`config.mk`:
```
export PLATFORM = sky130hd
export DESIGN_NAME = complex_mac_pipe_flat
export DESIGN_NICKNAME = d
export VERILOG_FILES = /design/src/rtl/fft_pkg.sv /design/src/rtl/complex_mac_pipe_if.sv /design/src/rtl/cmult_pipe.sv /design/src/rtl/complex_mac_pipe.sv /design/src/flat_wrapper.sv
export SDC_FILE = /design/constraint.sdc
export NUM_CORES = 2
export LEC_CHECK = 0
export CAP_MARGIN = 20
export CORE_ASPECT_RATIO = 1.5
export CORE_MARGIN = 4
export CORE_UTILIZATION = 40
export DETAILED_ROUTE_END_ITERATION = 16
export PLACE_DENSITY = 0.6
export SLEW_MARGIN = 30
export SYNTH_ARGS = -nofsm -noshare
export SYNTH_HDL_FRONTEND = slang
export SYNTH_SLANG_ARGS = --single-unit
```
`constraint.sdc`:
```
create_clock -name clk -period 15.4 [get_ports clk]
set_input_delay 1.54 -clock clk [delete_from_list [all_inputs] [get_ports clk]]
set_output_delay 1.54 -clock clk [all_outputs]
set_load 0.005 [all_outputs]
```
`src/rtl/fft_pkg.sv`:
```
// Shared widths and saturation limits for the complex MAC datapath.
package fft_pkg;

    localparam int DEF_DATA_W = 16;
    localparam int DEF_FRAC_W = 8;
    localparam int DEF_ACC_W  = 24;
    localparam int DEF_LEN    = 32;

    function automatic longint sat_max(input int w);
        return (longint'(1) <<< (w - 1)) - longint'(1);
    endfunction

    function automatic longint sat_min(input int w);
        return -(longint'(1) <<< (w - 1));
    endfunction

    localparam longint SAT_MAX = sat_max(DEF_ACC_W);
    localparam longint SAT_MIN = sat_min(DEF_ACC_W);

endpackage

```
`src/rtl/complex_mac_pipe_if.sv`:
```
// Operand/result bundle of the complex MAC; master drives samples, slave is the MAC.
interface complex_mac_pipe_if
    import fft_pkg::*;
#(
    parameter int DATA_W = DEF_DATA_W,
    parameter int ACC_W  = DEF_ACC_W
);
    logic signed [DATA_W-1:0] a_re;
    logic signed [DATA_W-1:0] a_im;
    logic signed [DATA_W-1:0] b_re;
    logic signed [DATA_W-1:0] b_im;
    logic                     in_valid;
    logic                     sload;
    logic                     conj_b;
    logic signed [ACC_W-1:0]  acc_re;
    logic signed [ACC_W-1:0]  acc_im;
    logic                     out_valid;
    logic                     out_last;
    logic                     ovf;

    modport master (
        output a_re, a_im, b_re, b_im, in_valid, sload, conj_b,
        input  acc_re, acc_im, out_valid, out_last, ovf
    );

    modport slave (
        input  a_re, a_im, b_re, b_im, in_valid, sload, conj_b,
        output acc_re, acc_im, out_valid, out_last, ovf
    );
endinterface

```
`src/rtl/cmult_pipe.sv`:
```
// Input register + full-precision complex product register, optional conj(B).
// Latency 2 cycles, one sample per clock, no backpressure.
module cmult_pipe
    import fft_pkg::*;
#(
    parameter int DATA_W = DEF_DATA_W
) (
    input  logic                     clk,
    input  logic                     aclr,
    input  logic                     i_vld,
    input  logic                     i_sload,
    input  logic                     i_conj,
    input  logic signed [DATA_W-1:0] i_a_re,
    input  logic signed [DATA_W-1:0] i_a_im,
    input  logic signed [DATA_W-1:0] i_b_re,
    input  logic signed [DATA_W-1:0] i_b_im,
    output logic                     o_vld,
    output logic                     o_sload,
    output logic signed [2*DATA_W:0] o_p_re,
    output logic signed [2*DATA_W:0] o_p_im
);
    localparam int PW = 2 * DATA_W + 1;

    logic                     r_vld1, r_sload1, r_conj1, r_vld2, r_sload2;
    logic signed [DATA_W-1:0] r_a_re, r_a_im, r_b_re, r_b_im;
    logic signed [PW-1:0]     r_p_re, r_p_im;
    logic signed [PW-1:0]     w_rr, w_ii, w_ri, w_ir, w_p_re, w_p_im;

    assign w_rr = PW'(r_a_re) * PW'(r_b_re);
    assign w_ii = PW'(r_a_im) * PW'(r_b_im);
    assign w_ri = PW'(r_a_re) * PW'(r_b_im);
    assign w_ir = PW'(r_a_im) * PW'(r_b_re);

    always_comb begin
        w_p_re = w_rr - w_ii;
        w_p_im = w_ri + w_ir;
        if (r_conj1) begin
            w_p_re = w_rr + w_ii;
            w_p_im = w_ir - w_ri;
        end
    end

    always_ff @(posedge clk or posedge aclr) begin
        if (aclr) begin
            r_vld1   <= 1'b0;
            r_sload1 <= 1'b0;
            r_conj1  <= 1'b0;
            r_a_re   <= '0;
            r_a_im   <= '0;
            r_b_re   <= '0;
            r_b_im   <= '0;
            r_vld2   <= 1'b0;
            r_sload2 <= 1'b0;
            r_p_re   <= '0;
            r_p_im   <= '0;
        end else begin
            r_vld1   <= i_vld;
            r_sload1 <= i_vld & i_sload;
            r_vld2   <= r_vld1;
            r_sload2 <= r_sload1;
            // Data registers only move with a valid sample to avoid idle toggling.
            if (i_vld) begin
                r_conj1 <= i_conj;
                r_a_re  <= i_a_re;
                r_a_im  <= i_a_im;
                r_b_re  <= i_b_re;
                r_b_im  <= i_b_im;
            end
            if (r_vld1) begin
                r_p_re <= w_p_re;
                r_p_im <= w_p_im;
            end
        end
    end

    assign o_vld   = r_vld2;
    assign o_sload = r_sload2;
    assign o_p_re  = r_p_re;
    assign o_p_im  = r_p_im;
endmodule

```
`src/rtl/complex_mac_pipe.sv`:
```
// Complex multiply-accumulate with round-half-up, saturation, sticky ovf and frame count.
// Latency 3 cycles input to acc, one sample per clock, no backpressure.
module complex_mac_pipe
    import fft_pkg::*;
#(
    parameter int DATA_W = DEF_DATA_W,
    parameter int FRAC_W = DEF_FRAC_W,
    parameter int ACC_W  = DEF_ACC_W,
    parameter int LEN    = DEF_LEN
) (
    input  logic               clk,
    input  logic               aclr,
    complex_mac_pipe_if.slave  bus
);
    localparam int PW = 2 * DATA_W + 1;
    localparam int SW = ((ACC_W > PW) ? ACC_W : PW) + 2;
    localparam int CW = $clog2(LEN + 1);
    localparam logic signed [ACC_W-1:0] ACC_MAX = ACC_W'(sat_max(ACC_W));
    localparam logic signed [ACC_W-1:0] ACC_MIN = ACC_W'(sat_min(ACC_W));
    localparam logic signed [SW-1:0]    HI_X    = SW'(ACC_MAX);
    localparam logic signed [SW-1:0]    LO_X    = SW'(ACC_MIN);
    localparam logic signed [SW-1:0]    RND     = SW'(longint'(1) <<< (FRAC_W - 1));

    logic                    w_vld2, w_sload2;
    logic signed [PW-1:0]    w_p_re, w_p_im;
    logic signed [SW-1:0]    w_t_re, w_t_im, w_s_re, w_s_im;
    logic signed [ACC_W-1:0] w_sat_re, w_sat_im;
    logic                    w_clip_re, w_clip_im;
    logic [CW-1:0]           w_cnt_nxt;

    logic signed [ACC_W-1:0] r_acc_re, r_acc_im;
    logic                    r_vld, r_last, r_ovf;
    logic [CW-1:0]           r_cnt;

    cmult_pipe #(.DATA_W(DATA_W)) u_cmult (
        .clk     (clk),
        .aclr    (aclr),
        .i_vld   (bus.in_valid),
        .i_sload (bus.sload),
        .i_conj  (bus.conj_b),
        .i_a_re  (bus.a_re),
        .i_a_im  (bus.a_im),
        .i_b_re  (bus.b_re),
        .i_b_im  (bus.b_im),
        .o_vld   (w_vld2),
        .o_sload (w_sload2),
        .o_p_re  (w_p_re),
        .o_p_im  (w_p_im)
    );

    // Returns {clipped, value}; SW leaves headroom so the compare never wraps.
    function automatic logic [ACC_W:0] sat(input logic signed [SW-1:0] x);
        if (x > HI_X) return {1'b1, ACC_MAX};
        if (x < LO_X) return {1'b1, ACC_MIN};
        return {1'b0, x[ACC_W-1:0]};
    endfunction

    always_comb begin
        w_t_re = (SW'(w_p_re) + RND) >>> FRAC_W;
        w_t_im = (SW'(w_p_im) + RND) >>> FRAC_W;
        w_s_re = w_sload2 ? w_t_re : SW'(r_acc_re) + w_t_re;
        w_s_im = w_sload2 ? w_t_im : SW'(r_acc_im) + w_t_im;
        {w_clip_re, w_sat_re} = sat(w_s_re);
        {w_clip_im, w_sat_im} = sat(w_s_im);
        w_cnt_nxt = (w_sload2 || r_cnt == CW'(LEN)) ? CW'(1) : r_cnt + CW'(1);
    end

    always_ff @(posedge clk or posedge aclr) begin
        if (aclr) begin
            r_acc_re <= '0;
            r_acc_im <= '0;
            r_vld    <= 1'b0;
            r_last   <= 1'b0;
            r_ovf    <= 1'b0;
            r_cnt    <= '0;
        end else begin
            r_vld  <= w_vld2;
            r_last <= w_vld2 && (w_cnt_nxt == CW'(LEN));
            if (w_vld2) begin
                r_acc_re <= w_sat_re;
                r_acc_im <= w_sat_im;
                r_cnt    <= w_cnt_nxt;
                r_ovf    <= (w_clip_re | w_clip_im) | (r_ovf & ~w_sload2);
            end
        end
    end

    assign bus.acc_re    = r_acc_re;
    assign bus.acc_im    = r_acc_im;
    assign bus.out_valid = r_vld;
    assign bus.out_last  = r_last;
    assign bus.ovf       = r_ovf;
endmodule

```
`src/flat_wrapper.sv`:
```
// flat-port wrapper written by rule: the top's interface ports become plain ports
module complex_mac_pipe_flat import fft_pkg::*;
#(
    parameter int DATA_W = DEF_DATA_W,
    parameter int FRAC_W = DEF_FRAC_W,
    parameter int ACC_W  = DEF_ACC_W,
    parameter int LEN    = DEF_LEN
)
  (clk, aclr, bus_a_re, bus_a_im, bus_b_re, bus_b_im, bus_in_valid, bus_sload, bus_conj_b, bus_acc_re, bus_acc_im, bus_out_valid, bus_out_last, bus_ovf);
  complex_mac_pipe_if #(.DATA_W(DATA_W), .ACC_W(ACC_W)) bus_i ();
  input  logic clk;
  input  logic aclr;
  input wire logic [$bits(bus_i.a_re)-1:0] bus_a_re;
  input wire logic [$bits(bus_i.a_im)-1:0] bus_a_im;
  input wire logic [$bits(bus_i.b_re)-1:0] bus_b_re;
  input wire logic [$bits(bus_i.b_im)-1:0] bus_b_im;
  input wire logic [$bits(bus_i.in_valid)-1:0] bus_in_valid;
  input wire logic [$bits(bus_i.sload)-1:0] bus_sload;
  input wire logic [$bits(bus_i.conj_b)-1:0] bus_conj_b;
  output wire logic [$bits(bus_i.acc_re)-1:0] bus_acc_re;
  output wire logic [$bits(bus_i.acc_im)-1:0] bus_acc_im;
  output wire logic [$bits(bus_i.out_valid)-1:0] bus_out_valid;
  output wire logic [$bits(bus_i.out_last)-1:0] bus_out_last;
  output wire logic [$bits(bus_i.ovf)-1:0] bus_ovf;
  assign bus_i.a_re = bus_a_re;
  assign bus_i.a_im = bus_a_im;
  assign bus_i.b_re = bus_b_re;
  assign bus_i.b_im = bus_b_im;
  assign bus_i.in_valid = bus_in_valid;
  assign bus_i.sload = bus_sload;
  assign bus_i.conj_b = bus_conj_b;
  assign bus_acc_re = bus_i.acc_re;
  assign bus_acc_im = bus_i.acc_im;
  assign bus_out_valid = bus_i.out_valid;
  assign bus_out_last = bus_i.out_last;
  assign bus_ovf = bus_i.ovf;
  complex_mac_pipe #(.DATA_W(DATA_W), .FRAC_W(FRAC_W), .ACC_W(ACC_W), .LEN(LEN)) u_core (.clk(clk), .aclr(aclr), .bus(bus_i));
endmodule
```
==> reports/metrics.csv <==
metric,value,unit
top cell types by occurrence after synthesis,"sky130_fd_sc_hd__inv_1 (1,224), sky130_fd_sc_hd__fa_1 (1,050), sky130_fd_sc_hd__nand2_1 (726)",
Mapped Avg Cell Area,8.88,sq um
# clock sinks,178,
count of yosys warnings during synthesis,0,
floorplan core area,0.135,sq mm
WL/cell,19.1,um
share of final-layout standard cells stronger than drive strength 1,4.53,%
"Gates resized, CTS repair",0,
fraction of the core area covered by cells at the end of the flow,42.9,%
Initial Util,40.2,%
antenna-violating nets left,0,
crit path capture type,flop,
total clock buffers created by CTS,17,
number of H-tree branching levels,4,
Crit-path slowest cell,sky130_fd_sc_hd__dfrtp_1,
number of cells produced by synthesis,6103,
height of the chip,459,um
path type of the worst min-delay path,flop to flop,
worst hold-check slack,0.365,ns
number of hold-repair buffers added at the cts stage,0,
proportion of register bits with asynchronous set or reset after synthesis,100,%
detailed-route wire length,150000,um
area delta synth->final,6.63,%
MaxCap Viol Count,0,
final worst-path cycle share,63.0,%
initial DRC count,2023,
number of hold violations in the final report,0,
TritonCTS clock tree,done,
main flop type after synthesis,sky130_fd_sc_hd__dfrtp_1,
Clock transition at path regs,0.09,ns
drc violations,0,
"area leader, netlist",sky130_fd_sc_hd__fa_1,
tightest slew margin relative to the limit,34.8,%
die footprint,0.142,sq mm
flip-flop and latch count after synthesis,178,
Fin Setup TNS,0,ns
"EDFF count, synth",0,
Top-Level Pins,120,
distinct cell type count of the synthesized netlist,88,
die width,309,um
Yosys top cell area share,38.8,%
data arrival time of the critical path,10.15,ns
slew of the pin with the lowest slew margin,0.972,ns
total congestion overflow after global routing,0,
root cell of the clock tree,sky130_fd_sc_hd__clkbuf_16,
number of buffers on the longest clock path,2,
Crit path max-delay family,adder cells,
number of filler cells placed in the layout,13400,
Netlist Area Pre-Place,0.0542,sq mm
first-pass GRT wire length,243000,um
clock latency on the worst-skew pair,0.57,ns
CP startpoint kind,flop,
post-layout min period,9.71,ns
maximum fanout along the worst path,17,
Placer Congestion,0.876,
vias in the first global route,44500,
Worst Skew,0.0350,ns
final slew viol count,0,
dominant cell by count in the synthesized netlist,sky130_fd_sc_hd__inv_1,
Vias/cell,5.26,
run status,"complete, no violations",
initial antenna violation count,0,
aggregate global-route resource usage,22.0,%
via count of the routed design,41200,
Final setup viols,0,
highest clock frequency the design can meet,0.103,GHz
sequential share of the synthesized area,8.22,%
estimated wirelength of the detail-placed design,121000,um
setup repair after global routing missed its margin,false,
crit-path max cell delay,0.88,ns
number of input and output port buffers inserted,119,
total setup buffers inserted after CTS,0,
Crit Path Category,flop to flop,
buffering stage count on the worst path with inverters included,7,
top cells by area in the synthesized netlist,"sky130_fd_sc_hd__fa_1 (39%), sky130_fd_sc_hd__ha_1 (10%), sky130_fd_sc_hd__inv_1 (8.5%)",
"Net count, final",7629,
count of standard-cell rows,165,
pin count of the biggest net entering global routing,105,
1st-pass router iterations,5,
required time reported for the critical path endpoint,15.84,ns
total nets after synthesis,7672,
## state kept, by name, summed over array words and instances (netlist names)
signal                   flops
u_core.u_cmult.o_p_im       26
u_core.u_cmult.o_p_re       26
u_core.bus.acc_im           24
u_core.bus.acc_re           24
u_core.u_cmult.r_a_im       16
u_core.u_cmult.r_a_re       16
u_core.u_cmult.r_b_im       16
u_core.u_cmult.r_b_re       16
u_core.r_cnt                 6
u_core.bus.out_last          1
u_core.bus.out_valid         1
u_core.bus.ovf               1
u_core.u_cmult.o_sload       1
u_core.u_cmult.o_vld         1
u_core.u_cmult.r_conj1       1
u_core.u_cmult.r_sload1      1
u_core.u_cmult.r_vld1        1
## routing by layer
layer  GRT usage [%]  part of all wire [%]
met1            25.8                    39
met2            39.3                    51
met3            3.13                   4.4
met5               0                     0
met4            10.8                   5.7
## worst paths after layout
check,startpoint,endpoint,slack [ns],depth (start not counted)
worst min register to register,u_core.u_cmult.r_sload1$_DFF_PP0_,u_core.u_cmult.o_sload$_DFF_PP0_,0.37,0
worst max register to register,u_core.u_cmult.r_a_im[10]$_DFFE_PP0P_,u_core.u_cmult.o_p_im[31]$_DFFE_PP0P_,5.69,34
min in group asynchronous,aclr,u_core.bus.ovf$_DFFE_PP0P_,1.44,2
max in group asynchronous,aclr,u_core.u_cmult.r_a_re[1]$_DFFE_PP0P_,12.58,3
worst min-delay path,u_core.u_cmult.r_sload1$_DFF_PP0_,u_core.u_cmult.o_sload$_DFF_PP0_,0.37,0
worst max-delay path,u_core.u_cmult.r_a_im[10]$_DFFE_PP0P_,u_core.u_cmult.o_p_im[31]$_DFFE_PP0P_,5.69,34
## cells by family after synthesis
family          synth area share (%)
mux                             2.44
fa+ha+maj                       49.2
xor+xnor                        5.01
buf+inv                         10.3
flops                           8.22
compound gates                  8.98
simple gates                    15.9
## through the flow
stage,setup WS (ns),instances,instance area (sq um)
after global placement,5.90,7794,57200
after detailed placement,5.73,7794,57200
after global routing,5.12,7826,57800
after floorplan,6.93,6103,54200
final,5.69,7829,57800
after CTS,5.70,7826,57800
## cells in the final DEF (no fill, tap or decap), types with 8 or more instances in the layout
cell,n
sky130_fd_sc_hd__a21oi_1,261
sky130_fd_sc_hd__fa_1,1050
sky130_fd_sc_hd__nor2_1,217
sky130_fd_sc_hd__nand4_1,20
sky130_fd_sc_hd__o21ai_0,139
sky130_fd_sc_hd__mux2_2,112
sky130_fd_sc_hd__o211ai_1,10
sky130_fd_sc_hd__o21ai_1,11
sky130_fd_sc_hd__and3_1,28
sky130_fd_sc_hd__ha_1,450
sky130_fd_sc_hd__clkdlybuf4s50_1,118
sky130_fd_sc_hd__a21boi_0,10
sky130_fd_sc_hd__o21a_1,48
sky130_fd_sc_hd__a211o_1,9
sky130_fd_sc_hd__a21o_1,73
sky130_fd_sc_hd__nand3_1,64
sky130_fd_sc_hd__or3_1,23
sky130_fd_sc_hd__dfrtp_1,171
sky130_fd_sc_hd__clkbuf_16,17
sky130_fd_sc_hd__a31o_2,9
sky130_fd_sc_hd__a211oi_1,20
sky130_fd_sc_hd__and4_1,10
sky130_fd_sc_hd__o22ai_1,10
sky130_fd_sc_hd__nor4_1,12
sky130_fd_sc_hd__a31oi_1,35
sky130_fd_sc_hd__nor3_1,44
sky130_fd_sc_hd__nand2b_1,72
sky130_fd_sc_hd__xor2_1,99
sky130_fd_sc_hd__o31ai_1,23
sky130_fd_sc_hd__buf_4,76
sky130_fd_sc_hd__inv_1,1223
sky130_fd_sc_hd__nor2b_1,29
sky130_fd_sc_hd__nand2_1,726
sky130_fd_sc_hd__and2_1,465
sky130_fd_sc_hd__xnor2_1,211
sky130_fd_sc_hd__nand3b_1,8
sky130_fd_sc_hd__o21bai_1,20
## area by class of cell
type | count | area (sq um) | share of cell area (%)
multi-input cells | 4443 | 44200 | 76.4
inverters | 1225 | 4610 | 7.97
flip-flops and latches | 178 | 4460 | 7.72
well taps | 1753 | 2190 | 3.80
repair buffers | 195 | 1760 | 3.05
clock buffers | 19 | 443 | 0.766
clock inverters | 13 | 134 | 0.232
diodes | 3 | 7.51 | 0.0130
Power is not shown: default switching activity piles up to over one toggle a cycle in this logic, so the estimate is an artifact.
